**config.mk**
```make
export PLATFORM = sky130hd
export DESIGN_NAME = glitch_seq
export DESIGN_NICKNAME = d
export VERILOG_FILES = /design/src/rtl/glitch_seq.sv
export SDC_FILE = /design/constraint.sdc
export NUM_CORES = 1
export LEC_CHECK = 0
export BUFFER_PORTS_ARGS = -buffer_cell sky130_fd_sc_hd__clkbuf_2
export CORE_ASPECT_RATIO = 0.7
export CORE_MARGIN = 2
export CORE_UTILIZATION = 51
export DETAILED_ROUTE_END_ITERATION = 7
export GPL_TIMING_DRIVEN = 0
export PLACE_DENSITY_LB_ADDON = 0.05
export RECOVER_POWER = 50
export SLEW_MARGIN = 20
export SYNTH_ARGS = -nofsm -noshare
export SYNTH_HDL_FRONTEND = slang
export SYNTH_SLANG_ARGS = --single-unit
export TNS_END_PERCENT = 100
```
**constraint.sdc**
```tcl
create_clock -name clk -period 4.1 [get_ports clk]
set_input_delay 0.82 -clock clk [delete_from_list [all_inputs] [get_ports clk]]
set_output_delay 0.82 -clock clk [all_outputs]
set_load 0.01 [all_outputs]
```
**src/rtl/glitch_seq.sv**
```systemverilog
// ---------------------------------------------------------------------------
// glitch_seq -- parametrised clock-glitch sequencer
//
// After an arm the configuration is latched into shadow registers and the
// block waits for a rising trigger edge. It then counts `delay` clk cycles,
// raises the registered glitch enable for max(width,1) cycles, and repeats
// that pulse max(count,1) times separated by `gap` idle cycles. While the
// enable is high the target clock is replaced according to the latched mode.
//
// Optional build macro:
//   GLITCH_TRIG_SYNC_EN  - pass trig through a two-flop synchroniser before
//                          edge detection (adds 2 cycles of trigger latency).
//
// Parameters:
//   CNT_W  width of the delay/width/gap counters
//   NUM_W  width of the pulse-count field
//
// Ports:
//   clk      in   system clock, rising edge
//   rst_n    in   synchronous active-low reset
//   clk_in   in   target clock to be glitched (treated as data)
//   trig     in   external trigger, rising-edge active
//   arm      in   latch configuration and wait for trigger (ignored when busy)
//   abort    in   cancel a running sequence
//   delay    in   [CNT_W] trigger-to-first-pulse delay
//   width    in   [CNT_W] pulse length
//   gap      in   [CNT_W] cycles between pulses
//   count    in   [NUM_W] number of pulses (0 treated as 1)
//   mode     in   [4]     glitch mode, bit3 > bit2 > bit1 > bit0
//   clk_out  out  glitched clock
//   en_out   out  registered glitch enable
//   busy     out  high whenever the sequencer is not idle
//   done     out  one-cycle pulse on normal completion
// ---------------------------------------------------------------------------
module glitch_seq #(
    parameter int CNT_W = 16,
    parameter int NUM_W = 8
) (
    input  logic             clk,
    input  logic             rst_n,
    input  logic             clk_in,
    input  logic             trig,
    input  logic             arm,
    input  logic             abort,
    input  logic [CNT_W-1:0] delay,
    input  logic [CNT_W-1:0] width,
    input  logic [CNT_W-1:0] gap,
    input  logic [NUM_W-1:0] count,
    input  logic [3:0]       mode,
    output logic             clk_out,
    output logic             en_out,
    output logic             busy,
    output logic             done
);

    typedef enum logic [2:0] {
        S_IDLE  = 3'd0,
        S_ARMED = 3'd1,
        S_DELAY = 3'd2,
        S_PULSE = 3'd3,
        S_GAP   = 3'd4
    } state_t;

    state_t           r_state, w_nxt_state;
    logic [CNT_W-1:0] r_cnt, w_nxt_cnt;
    logic [NUM_W-1:0] r_rem, w_nxt_rem;
    logic [CNT_W-1:0] r_delay, r_width, r_gap;
    logic [3:0]       r_mode;
    logic             r_en, r_done, r_trig_prev;
    logic             w_trig, w_trig_edge, w_latch, w_nxt_done;
    logic [CNT_W-1:0] w_width_eff;
    logic             w_clk_out;

`ifdef GLITCH_TRIG_SYNC_EN
    logic r_trig_s1, r_trig_s2;

    always_ff @(posedge clk) begin
        if (!rst_n) begin
            r_trig_s1 <= 1'b0;
            r_trig_s2 <= 1'b0;
        end else begin
            r_trig_s1 <= trig;
            r_trig_s2 <= r_trig_s1;
        end
    end

    assign w_trig = r_trig_s2;
`else
    assign w_trig = trig;
`endif

    assign w_trig_edge = w_trig & ~r_trig_prev;
    // A zero width still produces a single-cycle pulse.
    assign w_width_eff = (r_width == '0) ? CNT_W'(1) : r_width;

    always_comb begin
        w_nxt_state = r_state;
        w_nxt_cnt   = r_cnt;
        w_nxt_rem   = r_rem;
        w_latch     = 1'b0;
        w_nxt_done  = 1'b0;
        case (r_state)
            S_IDLE: begin
                if (arm) begin
                    w_latch     = 1'b1;
                    w_nxt_state = S_ARMED;
                end
            end
            S_ARMED: begin
                if (w_trig_edge) begin
                    if (r_delay == '0) begin
                        w_nxt_state = S_PULSE;
                        w_nxt_cnt   = w_width_eff;
                    end else begin
                        w_nxt_state = S_DELAY;
                        w_nxt_cnt   = r_delay;
                    end
                end
            end
            S_DELAY: begin
                if (r_cnt <= CNT_W'(1)) begin
                    w_nxt_state = S_PULSE;
                    w_nxt_cnt   = w_width_eff;
                end else begin
                    w_nxt_cnt = r_cnt - CNT_W'(1);
                end
            end
            S_PULSE: begin
                if (r_cnt <= CNT_W'(1)) begin
                    if (r_rem > NUM_W'(1)) begin
                        w_nxt_rem = r_rem - NUM_W'(1);
                        // gap=0 re-enters PULSE directly, merging the pulses.
                        if (r_gap == '0) begin
                            w_nxt_state = S_PULSE;
                            w_nxt_cnt   = w_width_eff;
                        end else begin
                            w_nxt_state = S_GAP;
                            w_nxt_cnt   = r_gap;
                        end
                    end else begin
                        w_nxt_state = S_IDLE;
                        w_nxt_cnt   = '0;
                        w_nxt_done  = 1'b1;
                    end
                end else begin
                    w_nxt_cnt = r_cnt - CNT_W'(1);
                end
            end
            S_GAP: begin
                if (r_cnt <= CNT_W'(1)) begin
                    w_nxt_state = S_PULSE;
                    w_nxt_cnt   = w_width_eff;
                end else begin
                    w_nxt_cnt = r_cnt - CNT_W'(1);
                end
            end
            default: begin
                w_nxt_state = S_IDLE;
            end
        endcase
        // Abort overrides everything, including the completing transition.
        if (abort && (r_state != S_IDLE)) begin
            w_nxt_state = S_IDLE;
            w_nxt_cnt   = '0;
            w_nxt_done  = 1'b0;
        end
    end

    always_ff @(posedge clk) begin
        if (!rst_n) begin
            r_state     <= S_IDLE;
            r_cnt       <= '0;
            r_rem       <= '0;
            r_delay     <= '0;
            r_width     <= '0;
            r_gap       <= '0;
            r_mode      <= '0;
            r_en        <= 1'b0;
            r_done      <= 1'b0;
            r_trig_prev <= 1'b0;
        end else begin
            r_state     <= w_nxt_state;
            r_cnt       <= w_nxt_cnt;
            r_rem       <= w_nxt_rem;
            r_en        <= (w_nxt_state == S_PULSE);
            r_done      <= w_nxt_done;
            r_trig_prev <= w_trig;
            if (w_latch) begin
                r_delay <= delay;
                r_width <= width;
                r_gap   <= gap;
                r_mode  <= mode;
                r_rem   <= (count == '0) ? NUM_W'(1) : count;
            end
        end
    end

    // Glitch selection, highest mode bit wins.
    always_comb begin
        w_clk_out = clk_in;
        if (r_en) begin
            if (r_mode[3])      w_clk_out = 1'b1;
            else if (r_mode[2]) w_clk_out = ~clk_in;
            else if (r_mode[1]) w_clk_out = 1'b1;
            else if (r_mode[0]) w_clk_out = clk_in;
        end
    end

    assign clk_out = w_clk_out;
    assign en_out  = r_en;
    assign busy    = (r_state != S_IDLE);
    assign done    = r_done;

endmodule

```
# Word-level counts from Yosys, hierarchy flattened
# Cells that the tools add are included.
totals:
  regBits: 82
  output_inout_bits: 4
classes:
  bitwise_logic: 6
  magnitude_cmp: 2
  reduce_logical: 16
  eq_ne: 6
  add_sub_neg: 2
  n_mux: 29
op_table:
  columns: ["cell", "count"]
  rows:
  - ["2-to-1 mux 16 bit", 7]
  - ["logical NOT 16 bit", 3]
  - ["one-hot mux 16 bit (3 select lines)", 1]
  - ["2-to-1 mux 8 bit", 5]
  - ["2-to-1 mux 3 bit", 7]
  - ["<= comparator 16 x 1 -> 1 bit (second input constant)", 1]
  - ["subtractor 16 x 1 -> 16 bit (second input constant)", 1]
  - ["one-hot mux 3 bit (4 select lines)", 1]
  - ["== test 3 x 2 -> 1 bit (second input constant)", 3]
  - ["greater-than comparator 8 x 1 -> 1 bit (second input constant)", 1]
  - ["logical NOT 8 bit", 1]
  - ["2-to-1 mux 1 bit", 8]
  - ["subtractor 8 x 1 -> 8 bit (second input constant)", 1]
  - ["nonzero test 2 bit", 3]
  - ["nonzero test 3 bit", 2]
  - ["inverter 1 bit", 5]
  - ["OR reduction 2 bit", 2]
  - ["OR reduction 4 bit", 1]
  - ["== test 3 x 1 -> 1 bit (second input constant)", 1]
  - ["== test 3 bit (second input constant)", 1]
  - ["logical NOT 3 bit", 1]
  - ["AND reduction 3 bit", 1]
  - ["inequality test 2 bit (second input constant)", 1]
  - ["AND reduction 2 bit", 1]
  - ["other kinds (2)", 2]

# Depth between registers and ports, before layout
# Gate-level depths: netlist of run 1.
logic_depth:
  word_depth: 7
  mapped_depth: 10
  mapped_depth_nobuf: 8

# Worst setup path after synthesis of run 1
# No wires, ideal clock.
synth_timing:
  kind: "reg-to-reg"
  startpoint: "reg r_cnt[0]"
  endpoint: "reg r_en, in the netlist en_out"
  required_time_ps: 3971
  n_path_buf: 1
  path_stages_with_launch: 10
  arrival_ps: 2058
  synth_period_minus_slack_ps: 2187
  setup_ps: 129
  path_slack_ps: 1913
  cell_sequence: "dfxtp_1 > inv_1 > ha_1 > nor2_1 > nor4_1 > and2_1 > buf_6 > nand3_2 > a2111oi_2 > nor3_1"
synth_between:
  elab_chain_len: 5
  elab_cells_between_ends: 6
  classes_between: "order compare: 1; eq/ne: 1; mux: 4"
synth_lines:
  columns: ["element", "line", "text"]
  rows:
  - ["start, declared", "65", "logic [CNT_W-1:0] r_cnt, w_nxt_cnt;"]
  - ["start signal, assigned", "183", "r_cnt <= w_nxt_cnt;"]
  - ["<= comparator 16 x 1 -> 1 bit (*)", "121, 129, 150", null]
  - ["2-to-1 mux 3 bit, on equally long branches", "121, 150, 129", null]
  - ["one-hot mux 3 bit (4 select lines) (*)", "102", "case (r_state)"]
  - ["2-to-1 mux 3 bit (*)", "162", "if (abort && (r_state != S_IDLE)) begin"]
  - ["== test 3 x 2 -> 1 bit (*)", "185", "r_en <= (w_nxt_state == S_PULSE);"]
  - ["end signal, assigned", "185", null]
  - ["end, declared", "69", "logic r_en, r_done, r_trig_prev;"]
# Every way passes the cells marked *; elsewhere a longest branch is shown, timed or not.
# A chain may end at the register's enable or synchronous reset.

# Final worst setup path of run 1
layout_timing:
  startpoint: "reg r_cnt[0]"
  endpoint: "reg r_cnt[11]"
layout_between:
  elab_chain_len: 3
  elab_cells_between_ends: 5
  classes_between: "add/sub: 1; order compare: 1; mux: 3"
layout_lines:
  columns: ["element", "line"]
  rows:
  - ["subtractor 16 x 1 -> 16 bit or <= comparator 16 x 1 -> 1 bit (tied branches)", null]
  - ["2-to-1 mux 16 bit, on equally long branches", "121, 150, 129"]
  - ["one-hot mux 16 bit (3 select lines) (*)", "102"]
# Marks and branches as above.

==> results of run 1 <==
## synthesized netlist by cell type, drive strengths merged, types with 2 or more instances
master	count
dfxtp	81
and4	2
o31a	2
nand4	3
xor2	5
nand3	10
nor4	17
o21ai	34
a31oi	6
a221oi	10
buf	8
xnor2	7
and3	2
nand2	129
o211ai	7
a21oi	86
o2bb2ai	2
o21bai	2
or4	4
a221o	2
or3	5
ha	4
a211oi	4
a2111oi	3
clkbuf	25
o41ai	2
nor2	32
and2	4
nand2b	5
nor3	13
mux2i	2
inv	9
## power breakdown
| part | total (W) | switching, W | internal, W | leakage (nW) |
|---|---|---|---|---|
| clock | 0.000838 | 0.000343 | 0.000496 | 0.147 |
| sequential | 0.000962 | 0.0000968 | 0.000866 | 0.664 |
| combinational | 0.000791 | 0.000491 | 0.000301 | 1.10 |
| total | 0.00259 | 0.000930 | 0.00166 | 1.91 |
## critical path, stage by stage, from the launching register on
cell,delay (ns)
dfxtp_1,0.36
inv_1,0.08
ha_1,0.32
nor2_1,0.08
nor4_1,0.86
nand2_1,0.29
clkbuf_1,0.29
a2111oi_0,0.74
a211oi_1,0.10
## cells in the final DEF, fill, tap and decap left out, types with 4 or more instances in the layout
cell type	netlist	layout
inv_1	9	9
clkbuf_16	0	9
nand2_1	129	129
xor2_1	5	5
nor2_1	32	32
nor4_1	17	17
a211oi_1	4	4
clkbuf_2	0	63
or3_1	5	5
clkbuf_1	25	33
nand2b_1	5	5
a221oi_1	10	10
o21ai_0	31	31
a31oi_1	6	6
nor3_1	11	11
o211ai_1	7	7
dfxtp_1	81	81
a21oi_1	86	86
ha_1	4	4
nand3_1	9	9
xnor2_1	7	7
## metrics by stage
step                cell area (um2)  worst slack, ns    util  cells  hold WS (ns)
floorplan                      4074            1.913       -    545        0.4364
global placement               4541            1.016  0.5819    714        0.4428
detailed placement             4541            1.059  0.5819    714        0.4712
CTS                            4853            1.029  0.6219    730        0.4794
global route                   4843           0.5889  0.6207    730        0.4858
finish                         4843           0.8152  0.6207    730        0.4683
## how the worst max path moves through the flow
stage / startpoint / end / slack (ns) / cells after the start
after floorplan: r_cnt[0] / en_out / 1.91 / 9
after global placement: r_cnt[0] / r_cnt[11] / 1.02 / 8
after detailed placement: r_cnt[0] / r_cnt[11] / 1.06 / 8
after CTS: r_cnt[0] / r_cnt[11] / 1.03 / 8
after global routing: r_cnt[0] / r_cnt[11] / 0.59 / 8
final: r_cnt[0] / r_cnt[11] / 0.82 / 8
## cells by family (layout without fill, tap and decap cells)
| group | after synthesis | in the layout | synth area share |
|---|---|---|---|
| xor gates and xnor gates | 12 | 12 | 0.02580 |
| DFF | 81 | 81 | 0.3980 |
| AOI/OAI and AO/OA | 173 | 173 | 0.2565 |
| muxes | 2 | 2 | 0.004914 |
| adders and majority gates | 5 | 5 | 0.01474 |
| buffers and inverters | 42 | 126 | 0.04269 |
| and+or+nand+nor | 230 | 230 | 0.2574 |
## state kept, by name, indices dropped and copies added, names as in the netlist
signal / cells
done: 1
en_out: 1
r_cnt: 16
r_delay: 16
r_gap: 16
r_mode: 3
r_rem: 8
r_state: 3
r_trig_prev: 1
r_width: 16
## layer usage
metal  vias up  share of wire  track usage
met4         0          0.014      0.09250
met3        18           0.11      0.08092
met2       219           0.41       0.4718
met1      2036           0.47       0.4468
li1       2111              -            -
met5         -              0            0
## area by class of cell
cell class	count	area, um2
Buffer	33	136.4
Clock buffer	10	239.0
Clock inverter	6	73.82
Fill cell	746	2960
Inverter	9	33.78
Multi-Input combinational cell	422	2278
Sequential cell	81	1622
Tap cell	101	126.4
Timing Repair Buffer	68	334.1
==> impl_metrics.toml, run 1 <==
[synth]
yosys_warnings = 0
ys_top_cells_by_area = "dfxtp_1, nand2_1, a21oi_1"
yosysTopAreaCell = "dfxtp_1"
synth.yosys.seq_area_share = 0.3980
ys_ff_latch = 81
netlist_instances = 545
yosys_most_used_dff = "dfxtp_1"
syn_nets = 615
synth.avg_cell_area_um2 = 7.475
synthArstFlopShare = 0
syn_area_um2 = 4074
ys_types = 59
synth-edff-count = 0
netlist.area_leader.share = 0.3980

[worst_setup_path]
rrSetupSlack_ns = 0.82
worstPathArrival_ns = 3.47
start_kind = "flip-flop"
cp_max_fo = 10
rr_endpoint = "r_cnt[11]"
worstPathRequired_ns = 4.29
r2r_start = "r_cnt[0]"
endpoint_kind = "flip-flop"
path_class = "reg -> reg"
r2r_cells = 8

[route]
wl_um = 13240
dr.pass1.iters = 6
drt-wirelength-per-cell_um = 18.13
drc = 0
vias = 4384
viasPerCell = 6.005
ant_nets = 0
drt_iter0_markers = 371

[floorplan]
die_w_um = 110.8
ios = 70
die_h_um = 78.78
row_count = 27
die_area_um2 = 8730
core_um2 = 7804
start_util = 0.5220

[sta]
final.setup.tns_ns = 0
worstMarginPinSlew_ns = 1.126
fmax_ghz = 0.3044
fin_skew_ns = 0.006780
rsz0062_at_grt = "false"
period_share = 0.8012
min_period_ns = 3.285
setup_viol = 0
hold_viol = 0
maxSlewViolCount = 0
slew_headroom = 0.2421

[pwr]
ir_worst_vdd_mv = 0.3285
power_w = 0.002592
leakagePower_nw = 1.913
power.density_nw_per_um2 = 535.2

[finish]
drive_gt1_frac = 0.1415
nets = 694
diodes = 0
area_growth_pct = 18.89

[min_path]
min_from = "r_mode[1]"
whs_path_depth = 2
whs_endpoint = "r_mode[1]"
min_path_type = "reg -> reg"

[cts]
ctsResizeCount = 0
cts_made_buffers = 9
cts_tree = "built"
htreeDepth = 3
clock_sinks = 81
cts_setup_buffers = 0
path_clk_slew_ns = 0.06
cts_buffer_depth = 2
hold_buffers = 0
cts_root_buffer = "clkbuf_16"
clkLatencyLatePin_ns = 0.34

[global_route]
grt_max_degree = 16
grt_pass1_wl_um = 21340
groute.usage.overall = 0.3142
first_global_vias = 4129
antenna_found_initial = 0
grt_overflow = 0

[place]
hpwl_um = 10100
place_congestion = 0.9604
io_buffers = 68

[status]
outcome = "complete, no violations"

[job]
max_cap_violations = 0
Note: power is estimated with default switching activity, not from simulation.
==> run 2, diff against run 1 <==
==> constraint.sdc (replaced) <==
create_clock -name clk -period 3.1 [get_ports clk]
set_input_delay 0.62 -clock clk [delete_from_list [all_inputs] [get_ports clk]]
set_output_delay 0.62 -clock clk [all_outputs]
set_load 0.01 [all_outputs]
==> impl_metrics.toml, run 2 (synthesized netlist as in run 1, its figures left out) <==
[floorplan]
ios = 70
die_area_um2 = 8730
die_h_um = 78.78
row_count = 27
start_util = 0.5220
die_w_um = 110.8
core_um2 = 7804

[sta]
fin_skew_ns = 0.005540
hold_viol = 0
rsz0062_at_grt = "false"
maxSlewViolCount = 0
fmax_ghz = 0.3546
slew_headroom = 0.3935
final.setup.tns_ns = 0
period_share = 0.9097
min_period_ns = 2.820
worstMarginPinSlew_ns = 0.9098
setup_viol = 0

[route]
viasPerCell = 6.060
dr.pass1.iters = 5
ant_nets = 0
wl_um = 13220
dr_wl_met3_um = 1546
drt-wirelength-per-cell_um = 18.12
routed.top_layer = "met4"
vias = 4424
met1_length_um = 6012
route.met2.wl_um = 5458
drt_iter0_markers = 410
drc = 0

[cts]
cts_setup_buffers = 0
cts_made_buffers = 9
cts_buffer_depth = 2
cts_root_buffer = "clkbuf_16"
ctsResizeCount = 0
hold_buffers = 0
path_clk_slew_ns = 0.06
clock_sinks = 81
cts_tree = "built"
htreeDepth = 3
clkLatencyLatePin_ns = 0.34

[global_route]
grt_overflow = 0
grt_max_degree = 16
grt_pass1_wl_um = 21340
first_global_vias = 4129
groute.usage.overall = 0.3142
antenna_found_initial = 0

[worst_setup_path]
endpoint_kind = "flip-flop"
path_class = "reg -> reg"
worstPathRequired_ns = 3.29
cp_max_fo = 10
worstPathArrival_ns = 3.01
start_kind = "flip-flop"

[finish]
drive_gt1_frac = 0.1447
fill_cells = 743
final-seq-area_um2 = 1622
utilization = 0.6216
area_growth_pct = 19.07
multiInputGateArea_um2 = 2285
layout_common_cells = "nand2_1, a21oi_1, dfxtp_1"
nets = 694
mostFrequentLayoutCell = "nand2_1"
diodes = 0
layout.cells.non_filler = 730

[pwr]
leakagePower_nw = 1.917
power.density_nw_per_um2 = 708.1
ir_worst_vdd_mv = 0.4348

[place]
place_congestion = 0.9604
io_buffers = 68
place_inst = 714
hpwl_um = 10100

[min_path]
min_path_type = "reg -> reg"

[job]
max_cap_violations = 0

[status]
outcome = "complete, no violations"
-- run 2: changes by cell type in the layout (fill, tap and decap cells not counted) --
cell      delta
nor4_1       -1
nor4_2       +1
buf_2        +1
clkbuf_1     -1
-- run 2: critical path, cell delays in order, from the launching register on --
cell	delay (ns)
dfxtp_1	0.34
inv_1	0.10
ha_1	0.33
nor2_1	0.10
nor4_2	0.53
nand2_1	0.24
buf_2	0.24
a2111oi_0	0.69
a211oi_1	0.10
-- run 2: cell type report --
class / count / share of cell area
multi-input cells: 422 / 0.4710
flip-flops and latches: 81 / 0.3343
repair buffers: 68 / 0.06887
clock buffers: 10 / 0.04926
plain buffers: 33 / 0.02837
well taps: 101 / 0.02605
clock inverters: 6 / 0.01522
inverters: 9 / 0.006964
-- run 2: where the power goes --
part / internal [W] / switching [W]
combinational: 0.000402 / 0.000649
clock: 0.000655 / 0.000455
sequential: 0.00114 / 0.000129
-- run 2: path summary, 6_finish.rpt --
path	startpoint	end	slack (ns)	cells past startpoint
worst max-delay path	r_cnt[1]	r_cnt[11]	0.28	8
worst max register to register	r_cnt[1]	r_cnt[11]	0.28	8
worst min-delay path	r_mode[1]	r_mode[1]	0.47	2
worst min register to register	r_mode[1]	r_mode[1]	0.47	2
-- run 2: through the flow --
stage	worst slack (ns)	total power [W]	hold slack, ns	area, um2
6_report	0.2798	0.003435	0.4679	4851
3_3_place_gp	0.01550	0.002292	0.4428	4541
4_1_cts	0.02882	0.003409	0.4794	4853
2_1_floorplan	0.9130	0.001998	0.4364	4074
3_5_place_dp	0.05861	0.002303	0.4712	4541
5_1_grt	0.1186	0.003603	0.4858	4851
-- run 2: routing by layer --
layer,GRT usage,vias up
li1,-,2119
met1,0.4468,2052
met2,0.4718,232
met3,0.08092,21
met4,0.09250,0
met5,0,-
